File: config.mk
export PLATFORM = sky130hd
export DESIGN_NAME = shift_sub_divider
export DESIGN_NICKNAME = d
export VERILOG_FILES = /design/src/rtl/shift_sub_divider.sv
export SDC_FILE = /design/constraint.sdc
export NUM_CORES = 1
export LEC_CHECK = 0
export ABC_AREA = 1
export ABC_CLOCK_PERIOD_IN_PS = 1900
export BUFFER_PORTS_ARGS = -buffer_cell sky130_fd_sc_hd__buf_2
export CORE_AREA = 2 2 75 77
export CTS_CLUSTER_DIAMETER = 120
export DETAILED_ROUTE_END_ITERATION = 8
export DIE_AREA = 0 0 77 79
export PLACE_DENSITY = 0.74
export RECOVER_POWER = 25
export SYNTH_ARGS = -nofsm -noshare
export SYNTH_HDL_FRONTEND = slang
export SYNTH_SLANG_ARGS = --single-unit
export TNS_END_PERCENT = 10
File: constraint.sdc
create_clock -name Clk -period 1.9 [get_ports Clk]
set_input_delay 0 -clock Clk [delete_from_list [all_inputs] [get_ports Clk]]
set_output_delay 0 -clock Clk [all_outputs]
set_load 0.02 [all_outputs]
File: src/rtl/shift_sub_divider.sv
`default_nettype none
// ============================================================================
//  Module   : shift_sub_divider
//  Brief    : Sequential restoring unsigned divider (shift / conditional subtract)
//             with St/Idle/Done handshake and divide-by-zero flag.
//  Revision : 1.0
// ============================================================================
module shift_sub_divider #(
    parameter int WIDTH = 8
) (
    input  logic             Clk,
    input  logic             Rst_n,
    input  logic             St,
    input  logic [WIDTH-1:0] Dividend,
    input  logic [WIDTH-1:0] Divisor,
    output logic             Idle,
    output logic             Done,
    output logic             DivZero,
    output logic [WIDTH-1:0] Quotient,
    output logic [WIDTH-1:0] Remainder
);

    localparam int CNT_W = (WIDTH > 2) ? $clog2(WIDTH) : 1;
    localparam logic [CNT_W-1:0] C_CNT_LAST = CNT_W'(WIDTH - 1);

    typedef enum logic [1:0] {
        S_IDLE  = 2'd0,
        S_SHIFT = 2'd1,
        S_SUB   = 2'd2,
        S_DONE  = 2'd3
    } state_t;

    state_t           state_q, state_d;
    logic [WIDTH:0]   a_q, a_d;
    logic [WIDTH-1:0] q_q, q_d;
    logic [WIDTH-1:0] b_q, b_d;
    logic [CNT_W-1:0] cnt_q, cnt_d;
    logic [WIDTH-1:0] quo_q, quo_d;
    logic [WIDTH-1:0] rem_q, rem_d;
    logic             dz_q, dz_d;
    logic             idle_q, idle_d;
    logic             done_q, done_d;

    logic             w_ge;
    logic [WIDTH:0]   w_a_upd;
    logic [WIDTH-1:0] w_q_upd;

    // Restoring step: subtract only when the partial remainder covers B.
    assign w_ge    = (a_q >= {1'b0, b_q});
    assign w_a_upd = w_ge ? (a_q - {1'b0, b_q}) : a_q;
    assign w_q_upd = {q_q[WIDTH-1:1], w_ge};

    always_comb begin
        state_d = state_q;
        a_d     = a_q;
        q_d     = q_q;
        b_d     = b_q;
        cnt_d   = cnt_q;
        quo_d   = quo_q;
        rem_d   = rem_q;
        dz_d    = dz_q;

        case (state_q)
            S_IDLE: begin
                if (St) begin
                    if (Divisor != '0) begin
                        a_d     = '0;
                        q_d     = Dividend;
                        b_d     = Divisor;
                        cnt_d   = C_CNT_LAST;
                        state_d = S_SHIFT;
                    end else begin
                        quo_d   = '1;
                        rem_d   = Dividend;
                        dz_d    = 1'b1;
                        state_d = S_DONE;
                    end
                end
            end
            S_SHIFT: begin
                a_d     = {a_q[WIDTH-1:0], q_q[WIDTH-1]};
                q_d     = {q_q[WIDTH-2:0], 1'b0};
                state_d = S_SUB;
            end
            S_SUB: begin
                a_d = w_a_upd;
                q_d = w_q_upd;
                if (cnt_q == '0) begin
                    quo_d   = w_q_upd;
                    rem_d   = w_a_upd[WIDTH-1:0];
                    dz_d    = 1'b0;
                    state_d = S_DONE;
                end else begin
                    cnt_d   = cnt_q - CNT_W'(1);
                    state_d = S_SHIFT;
                end
            end
            S_DONE: begin
                state_d = S_IDLE;
            end
            default: begin
                state_d = S_IDLE;
            end
        endcase

        // Moore flags registered from the next state so they track state_q exactly.
        idle_d = (state_d == S_IDLE);
        done_d = (state_d == S_DONE);
    end

    always_ff @(posedge Clk or negedge Rst_n) begin
        if (!Rst_n) begin
            state_q <= S_IDLE;
            a_q     <= '0;
            q_q     <= '0;
            b_q     <= '0;
            cnt_q   <= '0;
            quo_q   <= '0;
            rem_q   <= '0;
            dz_q    <= 1'b0;
            idle_q  <= 1'b1;
            done_q  <= 1'b0;
        end else begin
            state_q <= state_d;
            a_q     <= a_d;
            q_q     <= q_d;
            b_q     <= b_d;
            cnt_q   <= cnt_d;
            quo_q   <= quo_d;
            rem_q   <= rem_d;
            dz_q    <= dz_d;
            idle_q  <= idle_d;
            done_q  <= done_d;
        end
    end

    assign Idle      = idle_q;
    assign Done      = done_q;
    assign DivZero   = dz_q;
    assign Quotient  = quo_q;
    assign Remainder = rem_q;

endmodule
`default_nettype wire

# [Yosys cells after proc, flatten, opt, wreduce, memory -nomap -nowiden]
# Cells that the tools add are included.
[classes] n_eq_ne=10 n_mux=27 add_sub_neg=2 bitwise=1 reduce_logical=13 n_lt_le_gt_ge=1
[op_table] op="2-to-1 mux 8 bit" n=8
[op_table] op="case mux 8 bit (2 select lines)" n=2
[op_table] op="2-to-1 mux 9 bit" n=3
[op_table] op="case mux 9 bit (3 select lines)" n=1
[op_table] op="case mux 8 bit (3 select lines)" n=1
[op_table] op="AND reduction 4 bit" n=4
[op_table] op="inequality test 2 bit, second input constant" n=6
[op_table] op="greater-or-equal comparator 9 x 8 -> 1 bit" n=1
[op_table] op="2-to-1 mux 3 bit" n=3
[op_table] op="subtractor 9 x 8 -> 9 bit" n=1
[op_table] op="case mux 2 bit (4 select lines)" n=1
[op_table] op="nonzero test 8 bit" n=1
[op_table] op="equality test 2 bit, second input constant" n=3
[op_table] op="2-to-1 mux 2 bit" n=3
[op_table] op="case mux 3 bit (2 select lines)" n=1
[op_table] op="AND reduction 3 bit" n=2
[op_table] op="zero test 2 bit" n=2
[op_table] op="nonzero test 2 bit" n=2
[op_table] op="zero test 3 bit" n=1
[op_table] op="2-to-1 mux 1 bit" n=3
[op_table] op="nonzero test 3 bit" n=1
[op_table] op="subtractor 3 x 1 -> 3 bit, second input constant" n=1
[op_table] op="equality test 2 x 1 -> 1 bit, second input constant" n=1
[op_table] op="case mux 1 bit (2 select lines)" n=1
[op_table] op="inverter 1 bit" n=1
[word_totals] register_bits=49 word_cells=66

# [Logic depth before layout (Yosys ltp)]
[depth] depth_word=5 mapped_depth=13 depth_no_buf=13

# [Least setup slack after synthesis]
# No wires, ideal clock.
[synth_path] kind="register to register" from="register a_q[0]" to="register a_q[4]" path_stages_with_launch=12 path_slack_ns=0.217 synth_period_minus_slack_ns=1.683 arrival_ns=1.567 path_cell_list="dfrtp_1 -> inv_1 -> ha_1 -> inv_1 -> fa_1 -> nand2_1 -> nand2_1 -> xor2_1 -> nand3_1 -> nand3_1 -> nand2_1 -> nand2_1"
[synth_via] elab_chain_len=3 elab_cells_between_ends=4
[synth_lines] item="start: declaration" line_no="34" rtl="logic [WIDTH:0] a_q, a_d;"
[synth_lines] item="start signal: assignment" line_no="114" rtl="a_q <= '0;"
[synth_lines] item="start signal: assignment" line_no="125" rtl="a_q <= a_d;"
[synth_lines] item="subtractor 9 x 8 -> 9 bit / greater-or-equal comparator 9 x 8 -> 1 bit (equally long branches)" line_no="50, 49"
[synth_lines] item="2-to-1 mux 9 bit *" line_no="50" rtl="assign w_a_upd = w_ge ? (a_q - {1'b0, b_q}) : a_q;"
[synth_lines] item="case mux 9 bit (3 select lines) *" line_no="63" rtl="case (state_q)"
# Mark *: on every way between the ends. The rest lies on a longest branch, timed or not. The select of a mux whose other input is x is not followed.
# A chain may end at the register's enable or synchronous reset.

# [Final worst setup path]
[layout_path] from="register a_q[2]" to="register a_q[3]"
[layout_via] elab_chain_len=3 elab_cells_between_ends=4
[layout_lines] item="subtractor 9 x 8 -> 9 bit / greater-or-equal comparator 9 x 8 -> 1 bit (equally long branches)" line_no="50, 49"
[layout_lines] item="2-to-1 mux 9 bit" line_no="50"
[layout_lines] item="case mux 9 bit (3 select lines) *" line_no="63"
# Marks and branches as above.

==> results.yml <==
floorplanning:
  initial_core_util: 0.5586
  core.rowCount: 27
  coreArea_um2: 5338
  die-area_um2: 6083
  pin_count: 38
  die-width_um: 77
  fp.dieH_um: 79
yosys:
  synth.distinct_cells: 28
  syn-cell-area_um2: 2982
  synth.area.top_cells: "dfrtp_1 40%, nand2_1 18%, inv_1 6.7%"
  syn_nets: 444
  avgSynthCellArea_um2: 7.255
  ys_seq_area_frac: 0.4117
  ys_warn_count: 0
  syn-instance-count: 411
  synth_top_cell_by_area: "dfrtp_1"
  synth_top_area_frac: 0.4029
  synth_seq_cells: 49
sta:
  grt_setup_unrepaired: "true"
  hold_violations: 0
  fin_ws_ps: 21.36
  min_period_ps: 1879
  timing.fmax_mhz: 532.3
  drv_slew: 0
  setup_viol: 0
  worst_pin_slew_ps: 1212
  relSlewSlack: 0.1922
  fin_worst_skew_ps: 3.149
  fin_crit_sh: 0.9888
critical_path:
  max_stage_delay_ps: 430
  worst_setup_path_end_kind: "flip-flop"
  start_kind: "flip-flop"
  path_class: "flip-flop to flip-flop"
  crit_fanout: 6
  rr_worst_depth: 12
  arrival_ps: 2090
  cp.required_ps: 2110
  worst_path_most_repeated_cell: "nand2_1"
  cpMaxStageDelayCell: "dfrtp_1"
  crit_chain: "ha_4 > nand2_1 > nand2_1 > nand2_2 > nand2_1 > nand2_1 > nand4_1 > buf_6 > nand3_1 > nand3_1 > nand2_1 > nand2_1"
place:
  portBuffers: 37
  dpl_worst_slack_ps: -6.971
  dp_cells: 529
  place_hpwl_um: 5344
  place_congestion: 0.8833
cells_and_area:
  finalNonFillerCells: 560
  final_common_cell: "nand2_1"
  nNetsFinal: 520
  fill_cells: 468
  mostFrequentLayoutCells: "138 x nand2_1, 48 x dfrtp_1, 48 x inv_1"
  final_util: 0.7107
  diodes: 0
  layout-drive-gt1-share: 0.2377
  area_delta_synth_final_pct: 27.23
drt:
  ant_nets: 0
  vias: 2954
  firstDrtPassIters: 5
  via_per_inst: 5.275
  drt_iter0_drc: 237
  wl_per_cell_um: 13.81
  drt_wl_total_um: 7732
  drc_errors: 0
global_routing:
  grt_remaining_overflow: 0
  grt_max_degree: 50
  antenna_found_initial: 0
  grt_usage: 0.2551
  first_global_vias: 2739
  grt_first_pass_wirelength_um: 12420
clock_network:
  insertion_delay_ps: 300
  cts.sinks: 49
  cts_buffers: 5
  cts_buffer_depth: 2
  cts_root_buf: "clkbuf_8"
  htreeDepth: 2
  clk_pin_slew_ps: 100
  cts_tree: "built"
worst_hold_path:
  hold_class: "input pin to flip-flop"
  min_path_cells: 4
outcome:
  status: "completed"
pwr:
  leakage_nw: 2.085
  ir_worst_vdd_v: 0.001192
  power_density_nw_per_um2: 2027
job:
  max_cap_violations: 0
-- routing by layer --
| metal | up-vias | global-route usage | part of all wire |
|---|---|---|---|
| met1 | 1366 | 0.3596 | 0.45 |
| met4 | 0 | 0.08214 | 0.016 |
| met2 | 109 | 0.4158 | 0.48 |
| li1 | 1468 | - | - |
| met3 | 11 | 0.02955 | 0.055 |
| met5 | - | 0 | 0 |
-- synthesized netlist by cell type --
cell,n
buf_4,2
nand4_1,13
nor2_1,21
nand3_2,2
buf_2,7
nor2_4,1
dfrtp_1,48
inv_2,3
or2_2,1
a21boi_0,1
nand3_4,1
nand2_1,146
fa_1,1
xor2_1,3
clkinv_1,1
a22oi_1,8
nor2_2,6
buf_6,1
a21oi_1,6
ha_1,13
inv_1,53
dfstp_2,1
buf_1,1
nand3_1,34
nor3_2,1
o21ai_1,6
o211ai_2,1
o21ai_0,29
-- state kept, by name, indices dropped and copies added, names as in the netlist --
signal and flops:
state_q 2, Remainder 8, Quotient 8, DivZero 1
cnt_q 3, Idle 1, Done 1, a_q 9
q_q 8, b_q 8
-- report_power, final --
part | switching (W) | internal [W]
registers | 0.000310 | 0.00153
logic | 0.00324 | 0.00196
clock network | 0.000390 | 0.000269
-- per-stage QoR --
step | setup TNS (ps) | power (W) | area (µm²) | hold slack [ps]
after global routing | -696.8 | 0.008352 | 3794 | 58.18
final | 0 | 0.007691 | 3794 | 16.09
after global placement | 0 | 0.006243 | 3342 | 149.4
after CTS | 0 | 0.007057 | 3613 | 10.69
after floorplan | 0 | 0.005023 | 2982 | -295.6
after detailed placement | -20.11 | 0.006326 | 3342 | 149.4
-- layout make-up --
class / count / area, µm² / share of cell area
Timing Repair Buffer: 80 / 550.5 / 0.1451
Sequential cell: 49 / 1227 / 0.3235
Tap cell: 72 / 90.09 / 0.02375
Inverter: 57 / 214.0 / 0.05640
Multi-Input combinational cell: 294 / 1617 / 0.4261
Clock inverter: 3 / 26.28 / 0.006926
Clock buffer: 5 / 68.82 / 0.01814
-- logic make-up (layout without fill, tap and decap cells) --
| family | after synthesis | after routing | share of synthesized area |
|---|---|---|---|
| xor gates and xnor gates | 3 | 3 | 0.008814 |
| buffers and inverters | 68 | 145 | 0.09357 |
| adders and majority gates | 14 | 14 | 0.06127 |
| and+or+nand+nor | 226 | 226 | 0.3290 |
| AOI/OAI and AO/OA | 51 | 51 | 0.09568 |
| DFF | 49 | 49 | 0.4117 |
-- worst max-delay path: cells and delay by family, from the launching register on --
family / cells / cell delay, ps
adders and majority gates: 1 / 280
and+or+nand+nor: 10 / 860
DFF: 1 / 430
buffers and inverters: 1 / 200
-- final timing paths --
check,startpoint,end,slack [ps]
worst min-delay path,St,Idle,20
worst min register to register,Quotient[4],Quotient[4],490
worst max register to register,a_q[2],a_q[3],20
min in group asynchronous,Rst_n,a_q[8],550
worst max-delay path,a_q[2],a_q[3],20
max in group asynchronous,Rst_n,Done,620
-- what timing repair did --
action	4_1_cts	5_1_grt
buffers inserted	0	6
endpoints found under the setup margin	14	23
pin swaps	0	7
gates resized for setup	2	31
hold buffers	17	0
hold endpoints to repair	65	0
Note: power is estimated with default switching activity, not from simulation.
